--- src/rtl/sad_pkg.sv ---
// rtl/sad_pkg.sv - shared state encoding and constants for the SAD search controller
package sad_pkg;

  typedef enum logic [2:0] {
    S_IDLE  = 3'd0,
    S_ISSUE = 3'd1,
    S_DRAIN = 3'd2,
    S_CMP   = 3'd3,
    S_DONE  = 3'd4
  } sad_state_t;

  localparam logic [31:0] SAD_INIT = 32'hFFFF_FFFF;

  localparam int TW_W = 4;
  localparam int TH_W = 6;
  localparam int SC_W = 8;

endpackage

--- src/rtl/sad4_lane.sv ---
// rtl/sad4_lane.sv - combinational 4-lane unsigned absolute-difference sum
module sad4_lane (
  input  logic [31:0] i_a,
  input  logic [31:0] i_b,
  output logic [31:0] o_sum
);

  logic [7:0] w_diff [4];
  logic [9:0] w_total;

  for (genvar g = 0; g < 4; g++) begin : g_lane
    logic [7:0] w_a;
    logic [7:0] w_b;
    assign w_a = i_a[8*g +: 8];
    assign w_b = i_b[8*g +: 8];
    // Subtract the smaller byte from the larger so the lane never wraps
    assign w_diff[g] = (w_a >= w_b) ? (w_a - w_b) : (w_b - w_a);
  end

  assign w_total = {2'b00, w_diff[0]} + {2'b00, w_diff[1]}
                 + {2'b00, w_diff[2]} + {2'b00, w_diff[3]};
  assign o_sum   = {22'd0, w_total};

endmodule

--- src/rtl/sad_search_ctrl.sv ---
// rtl/sad_search_ctrl.sv - block-matching SAD search sequencer; SAD_EARLY_TERM_EN enables early candidate abandon
module sad_search_ctrl
  import sad_pkg::*;
#(
  parameter int AW = 16
) (
  input  logic          Clk,
  input  logic          Reset,
  input  logic          start,
  input  logic [AW-1:0] frame_base,
  input  logic [AW-1:0] frame_stride,
  input  logic [AW-1:0] tmpl_base,
  input  logic [3:0]    tmpl_w,
  input  logic [5:0]    tmpl_h,
  input  logic [7:0]    search_w,
  input  logic [7:0]    search_h,
  output logic          f_rd,
  output logic [AW-1:0] f_addr,
  input  logic [31:0]   f_rdata,
  output logic          t_rd,
  output logic [AW-1:0] t_addr,
  input  logic [31:0]   t_rdata,
  output logic          busy,
  output logic          done,
  output logic [31:0]   best_sad,
  output logic [7:0]    best_x,
  output logic [7:0]    best_y
);

  sad_state_t r_state;
  sad_state_t w_next_state;

  logic [TW_W-1:0] r_tw, r_c;
  logic [TH_W-1:0] r_th, r_r;
  logic [SC_W-1:0] r_sw, r_sh, r_cx, r_cy;
  logic [AW-1:0]   r_stride, r_tbase;
  logic [AW-1:0]   r_cand, r_cand_row, r_f_row, r_f_addr, r_t_addr;
  logic [31:0]     r_acc, r_best;
  logic [SC_W-1:0] r_best_x, r_best_y;
  logic            r_rd_d, r_zero_wait;

  logic [31:0]     w_lane, w_acc_next;
  logic [AW-1:0]   w_next_cand;
  logic            w_zero_dim, w_row_end, w_last_rd, w_col_end, w_last_cand, w_abandon;

  sad4_lane u_lane (
    .i_a   (f_rdata),
    .i_b   (t_rdata),
    .o_sum (w_lane)
  );

  assign w_acc_next  = r_acc + w_lane;
  assign w_zero_dim  = (tmpl_w == '0) || (tmpl_h == '0) || (search_w == '0) || (search_h == '0);
  assign w_row_end   = (r_c == r_tw - TW_W'(1));
  assign w_last_rd   = w_row_end && (r_r == r_th - TH_W'(1));
  assign w_col_end   = (r_cx == r_sw - SC_W'(1));
  assign w_last_cand = w_col_end && (r_cy == r_sh - SC_W'(1));
  // Top-left of the next candidate: one word right, or first column of the next row
  assign w_next_cand = w_col_end ? (r_cand_row + r_stride) : (r_cand + AW'(1));

`ifdef SAD_EARLY_TERM_EN
  // A partial sum already at or above the best can never win, so stop reading it
  assign w_abandon = (r_state == S_ISSUE) && r_rd_d && (w_acc_next >= r_best);
`else
  assign w_abandon = 1'b0;
`endif

  assign best_sad = r_best;
  assign best_x   = r_best_x;
  assign best_y   = r_best_y;

  // State register
  always_ff @(posedge Clk) begin
    if (Reset) r_state <= S_IDLE;
    else       r_state <= w_next_state;
  end

  // Next-state decode; the zero-dimension path holds DONE one extra cycle before pulsing
  always_comb begin
    w_next_state = r_state;
    case (r_state)
      S_IDLE:  if (start) w_next_state = w_zero_dim ? S_DONE : S_ISSUE;
      S_ISSUE: if (w_last_rd || w_abandon) w_next_state = S_DRAIN;
      S_DRAIN: w_next_state = S_CMP;
      S_CMP:   w_next_state = w_last_cand ? S_DONE : S_ISSUE;
      S_DONE:  w_next_state = r_zero_wait ? S_DONE : S_IDLE;
      default: w_next_state = S_IDLE;
    endcase
  end

  // Output decode: read strobes and addresses only while issuing
  always_comb begin
    f_rd   = 1'b0;
    t_rd   = 1'b0;
    f_addr = '0;
    t_addr = '0;
    busy   = 1'b0;
    done   = 1'b0;
    case (r_state)
      S_ISSUE: begin
        f_rd   = 1'b1;
        t_rd   = 1'b1;
        f_addr = r_f_addr;
        t_addr = r_t_addr;
        busy   = 1'b1;
      end
      S_DRAIN, S_CMP: busy = 1'b1;
      S_DONE: begin
        done = !r_zero_wait;
        busy = r_zero_wait;
      end
      default: ;
    endcase
  end

  // Datapath: config latch, incremental address walkers, accumulator and best tracking
  always_ff @(posedge Clk) begin
    if (Reset) begin
      r_tw        <= '0;
      r_th        <= '0;
      r_sw        <= '0;
      r_sh        <= '0;
      r_stride    <= '0;
      r_tbase     <= '0;
      r_c         <= '0;
      r_r         <= '0;
      r_cx        <= '0;
      r_cy        <= '0;
      r_cand      <= '0;
      r_cand_row  <= '0;
      r_f_row     <= '0;
      r_f_addr    <= '0;
      r_t_addr    <= '0;
      r_acc       <= '0;
      r_best      <= SAD_INIT;
      r_best_x    <= '0;
      r_best_y    <= '0;
      r_rd_d      <= 1'b0;
      r_zero_wait <= 1'b0;
    end else begin
      r_rd_d <= (r_state == S_ISSUE);
      if (r_rd_d) r_acc <= w_acc_next;
      case (r_state)
        S_IDLE: if (start) begin
          r_tw        <= tmpl_w;
          r_th        <= tmpl_h;
          r_sw        <= search_w;
          r_sh        <= search_h;
          r_stride    <= frame_stride;
          r_tbase     <= tmpl_base;
          r_c         <= '0;
          r_r         <= '0;
          r_cx        <= '0;
          r_cy        <= '0;
          r_cand      <= frame_base;
          r_cand_row  <= frame_base;
          r_f_row     <= frame_base;
          r_f_addr    <= frame_base;
          r_t_addr    <= tmpl_base;
          r_acc       <= '0;
          r_best      <= SAD_INIT;
          r_best_x    <= '0;
          r_best_y    <= '0;
          r_zero_wait <= w_zero_dim;
        end
        S_ISSUE: begin
          r_t_addr <= r_t_addr + AW'(1);
          if (w_row_end) begin
            r_c      <= '0;
            r_r      <= r_r + TH_W'(1);
            r_f_row  <= r_f_row + r_stride;
            r_f_addr <= r_f_row + r_stride;
          end else begin
            r_c      <= r_c + TW_W'(1);
            r_f_addr <= r_f_addr + AW'(1);
          end
        end
        S_CMP: begin
          if (r_acc < r_best) begin
            r_best   <= r_acc;
            r_best_x <= r_cx;
            r_best_y <= r_cy;
          end
          if (w_col_end) begin
            r_cx       <= '0;
            r_cy       <= r_cy + SC_W'(1);
            r_cand_row <= w_next_cand;
          end else begin
            r_cx <= r_cx + SC_W'(1);
          end
          r_cand   <= w_next_cand;
          r_f_row  <= w_next_cand;
          r_f_addr <= w_next_cand;
          r_t_addr <= r_tbase;
          r_c      <= '0;
          r_r      <= '0;
          r_acc    <= '0;
        end
        S_DONE: r_zero_wait <= 1'b0;
        default: ;
      endcase
    end
  end

endmodule
--- config.mk ---
export PLATFORM = sky130hd
export DESIGN_NAME = sad_search_ctrl
export DESIGN_NICKNAME = d
export VERILOG_FILES = /design/src/rtl/sad_pkg.sv /design/src/rtl/sad4_lane.sv /design/src/rtl/sad_search_ctrl.sv
export SDC_FILE = /design/constraint.sdc
export NUM_CORES = 1
export LEC_CHECK = 0
export ABC_AREA = 1
export BUFFER_PORTS_ARGS = -buffer_cell sky130_fd_sc_hd__buf_2
export CORE_ASPECT_RATIO = 0.9
export CORE_MARGIN = 2
export CORE_UTILIZATION = 65
export DETAILED_ROUTE_END_ITERATION = 6
export PLACE_DENSITY = 0.94
export SLEW_MARGIN = 10
export SYNTH_ARGS = -nofsm -noshare
export SYNTH_HDL_FRONTEND = slang
export SYNTH_SLANG_ARGS = --single-unit
--- constraint.sdc ---
create_clock -name Clk -period 10.2 [get_ports Clk]
set_clock_uncertainty 0.2 [all_clocks]
set_input_delay 1.53 -clock Clk [delete_from_list [all_inputs] [get_ports Clk]]
set_output_delay 1.53 -clock Clk [all_outputs]
set_load 0.01 [all_outputs]
==> impl_metrics.yaml <==
global_route:
  grt_pass1_vias: 19800
  grt_antenna_before_repair: 12
  grt_overflow: 0
  grt_pass1_wl_mm: 96.9
  gr-usage-all-layers: 0.381
  grt_max_degree: 101
cts:
  htree_levels: 1
  clkSinkCount: 249
  numCtsBuffers: 27
  postCtsSetupRepairBufs: 0
  hold_buffers: 0
  worstSkewPairLatency_ns: 0.56
  clockBufferDepth: 3
  cts_tree: "built"
  clkSlewWorstSetupHoldPaths_ns: 0.06
  cts-root-buf: "clkbuf_16"
  cts_resized: 0
synthesis:
  ys_types: 54
  async_flop_share: 0
  syn_avg_cell_area_um2: 6.42
  synth_seq_cells: 249
  yosys-top-cells-area: "dfxtp_1 26%, nand2_1 14%, ha_1 10%"
  ys.flop_type: "dfxtp_1"
  synth_most_common_cell: "nand2_1"
  yosysSeqAreaShare: 0.258
  synth_common_cells: "723 x nand2_1, 465 x inv_1, 267 x nor2_1, 255 x nand3_1, 249 x dfxtp_1"
  synth_nets: 3327
  netlist_area_mm2: 0.0193
  synthCells: 3005
  yosysWarnings: 0
  synth_edf_count: 0
  synth_top_area_frac: 0.258
  synth_largest_area_cell: "dfxtp_1"
worst_setup_path:
  cp_slowest_cell: "fa_1"
  criticalPathCategory: "input port to flip-flop"
  crit_required_ns: 10.45
  cpPeakStageDelay_ns: 0.54
  cp.arrival_ns: 7.99
  end_kind: "flip-flop"
  critPathMostFrequentCell: "o21ai_0"
  startpoint_type: "input port"
  crit_path_max_fanout: 13
timing:
  slew_viol_final: 0
  finalHoldViolations: 0
  fin_crit_sh: 0.759
  rsz0062_at_grt: "no"
  whs_ns: 0.261
  setup_violations: 0
  max-slew-margin-rel: 0.230
  worst_pin_slew_ns: 1.15
  timing.final.crit_period_ns: 7.74
  fmaxAchievable_ghz: 0.129
  fin_setup_tns_ns: 0
drt:
  vias: 21000
  drcViolationCount: 17
  via_per_inst: 5.82
  initialDrtViolationCount: 2268
  postRouteAntennaNets: 0
  first_pass_iters: 7
  drt-total-wl_mm: 60.7
  wl_per_cell_um: 16.9
floorplanning:
  start_util: 0.664
  die_x_um: 186
  rows: 59
  core_mm2: 0.0291
  die_area_mm2: 0.0311
  ios: 225
  die_h_um: 167
finish:
  layout.nets: 3493
  syn2layout_area_growth_pct: 11.6
  fin_util: 0.740
  drive_gt1_frac: 0.106
power:
  p_leak_nw: 11.0
  power_per_cell_area_mw_per_mm2: 253
  ir_drop_v: 0.000252
placed_design:
  gp_congestion: 1.02
  dp_hpwl_mm: 45.0
  portBuffers: 224
run_status:
  violations: "DRC"
  status: "finished with violations"
flow_run:
  cap_violations: 0
worst_hold_path:
  hold_class: "flip-flop to flip-flop"
## critical path, delay by kind of cell
kind,cells,cell delay [ns]
AO/OA/AOI/OAI,11,2.31
adder cells (fa/ha/maj),5,1.97
buffers and inverters,5,0.36
AND/OR/NAND/NOR,10,1.66
XOR/XNOR,1,0.15
## layer usage
metal / routed length [um] / track usage
met1: 25100 / 0.506
met2: 26000 / 0.596
met3: 7390 / 0.101
met4: 2170 / 0.135
met5: 23 / 0
## state kept, by name, indices dropped and copies added, names as in the netlist, 8 cells and up
register    count
best_y          8
r_f_row        16
r_sh            8
r_sw            8
r_t_addr       16
r_stride       16
r_cand_row     16
r_cx            8
r_tbase        16
best_x          8
r_cand         16
r_acc          32
best_sad       32
r_cy            8
r_f_addr       16
## layout make-up
| class | instances | area [um^2] |
|---|---|---|
| clock buffers | 40 | 815 |
| inverters | 476 | 1790 |
| clock inverters | 9 | 140 |
| multi-input cells | 2183 | 12100 |
| diodes | 11 | 27.5 |
| well taps | 396 | 495 |
| fillers | 2395 | 7550 |
| repair buffers | 234 | 1200 |
| flip-flops and latches | 249 | 4980 |
## per-stage QoR
step / total power [mW] / worst slack, ns / instance area, um^2 / std cells
final: 5.44 / 2.46 / 21500 / 3598
after CTS: 5.35 / 2.52 / 21500 / 3587
after global placement: 4.13 / 2.29 / 20600 / 3538
after global routing: 5.86 / 1.79 / 21500 / 3590
after floorplan: 3.53 / 3.08 / 19300 / 3005
after detailed placement: 4.27 / 1.96 / 20600 / 3538
## cells in the final DEF, fill, tap and decap left out, drive strengths merged, types with 5 or more instances in the layout
master   instances
a211oi           9
o2111ai          6
ha             160
xor2            77
o21bai           5
diode           11
or2             11
nand2          732
fa              21
o21ai          192
nor2           277
nand4           39
nand3          261
o211ai          18
inv            476
nor3            34
xnor2           31
clkbuf          40
a21o            10
nor4             5
dfxtp          249
buf            234
a21oi          246
o22ai           13
## path summary, 6_finish.rpt
kind	from	to	slack, ns	depth (start not counted)
max	f_rdata[13]	r_acc[27]	2.46	32
min	r_cand_row[0]	r_cand_row[0]	0.26	2
min reg2reg	r_cand_row[0]	r_cand_row[0]	0.26	2
max reg2reg	r_state[1]	r_f_row[7]	5.94	11
## kinds of logic after synthesis
family | Yosys count | synth area share
and+or+nand+nor | 1369 | 0.302
DFF | 249 | 0.258
AOI/OAI and AO/OA | 519 | 0.146
muxes | 6 | 0.00337
adders and majority gates | 181 | 0.126
buffers and inverters | 573 | 0.116
xor gates and xnor gates | 108 | 0.0490
## power by group
part           internal (mW)  switching [mW]
Combinational           1.03            1.94
Clock                  0.629           0.429
Sequential              1.20           0.210
Total                   2.86            2.58
Power figures use the tool's default switching activity.
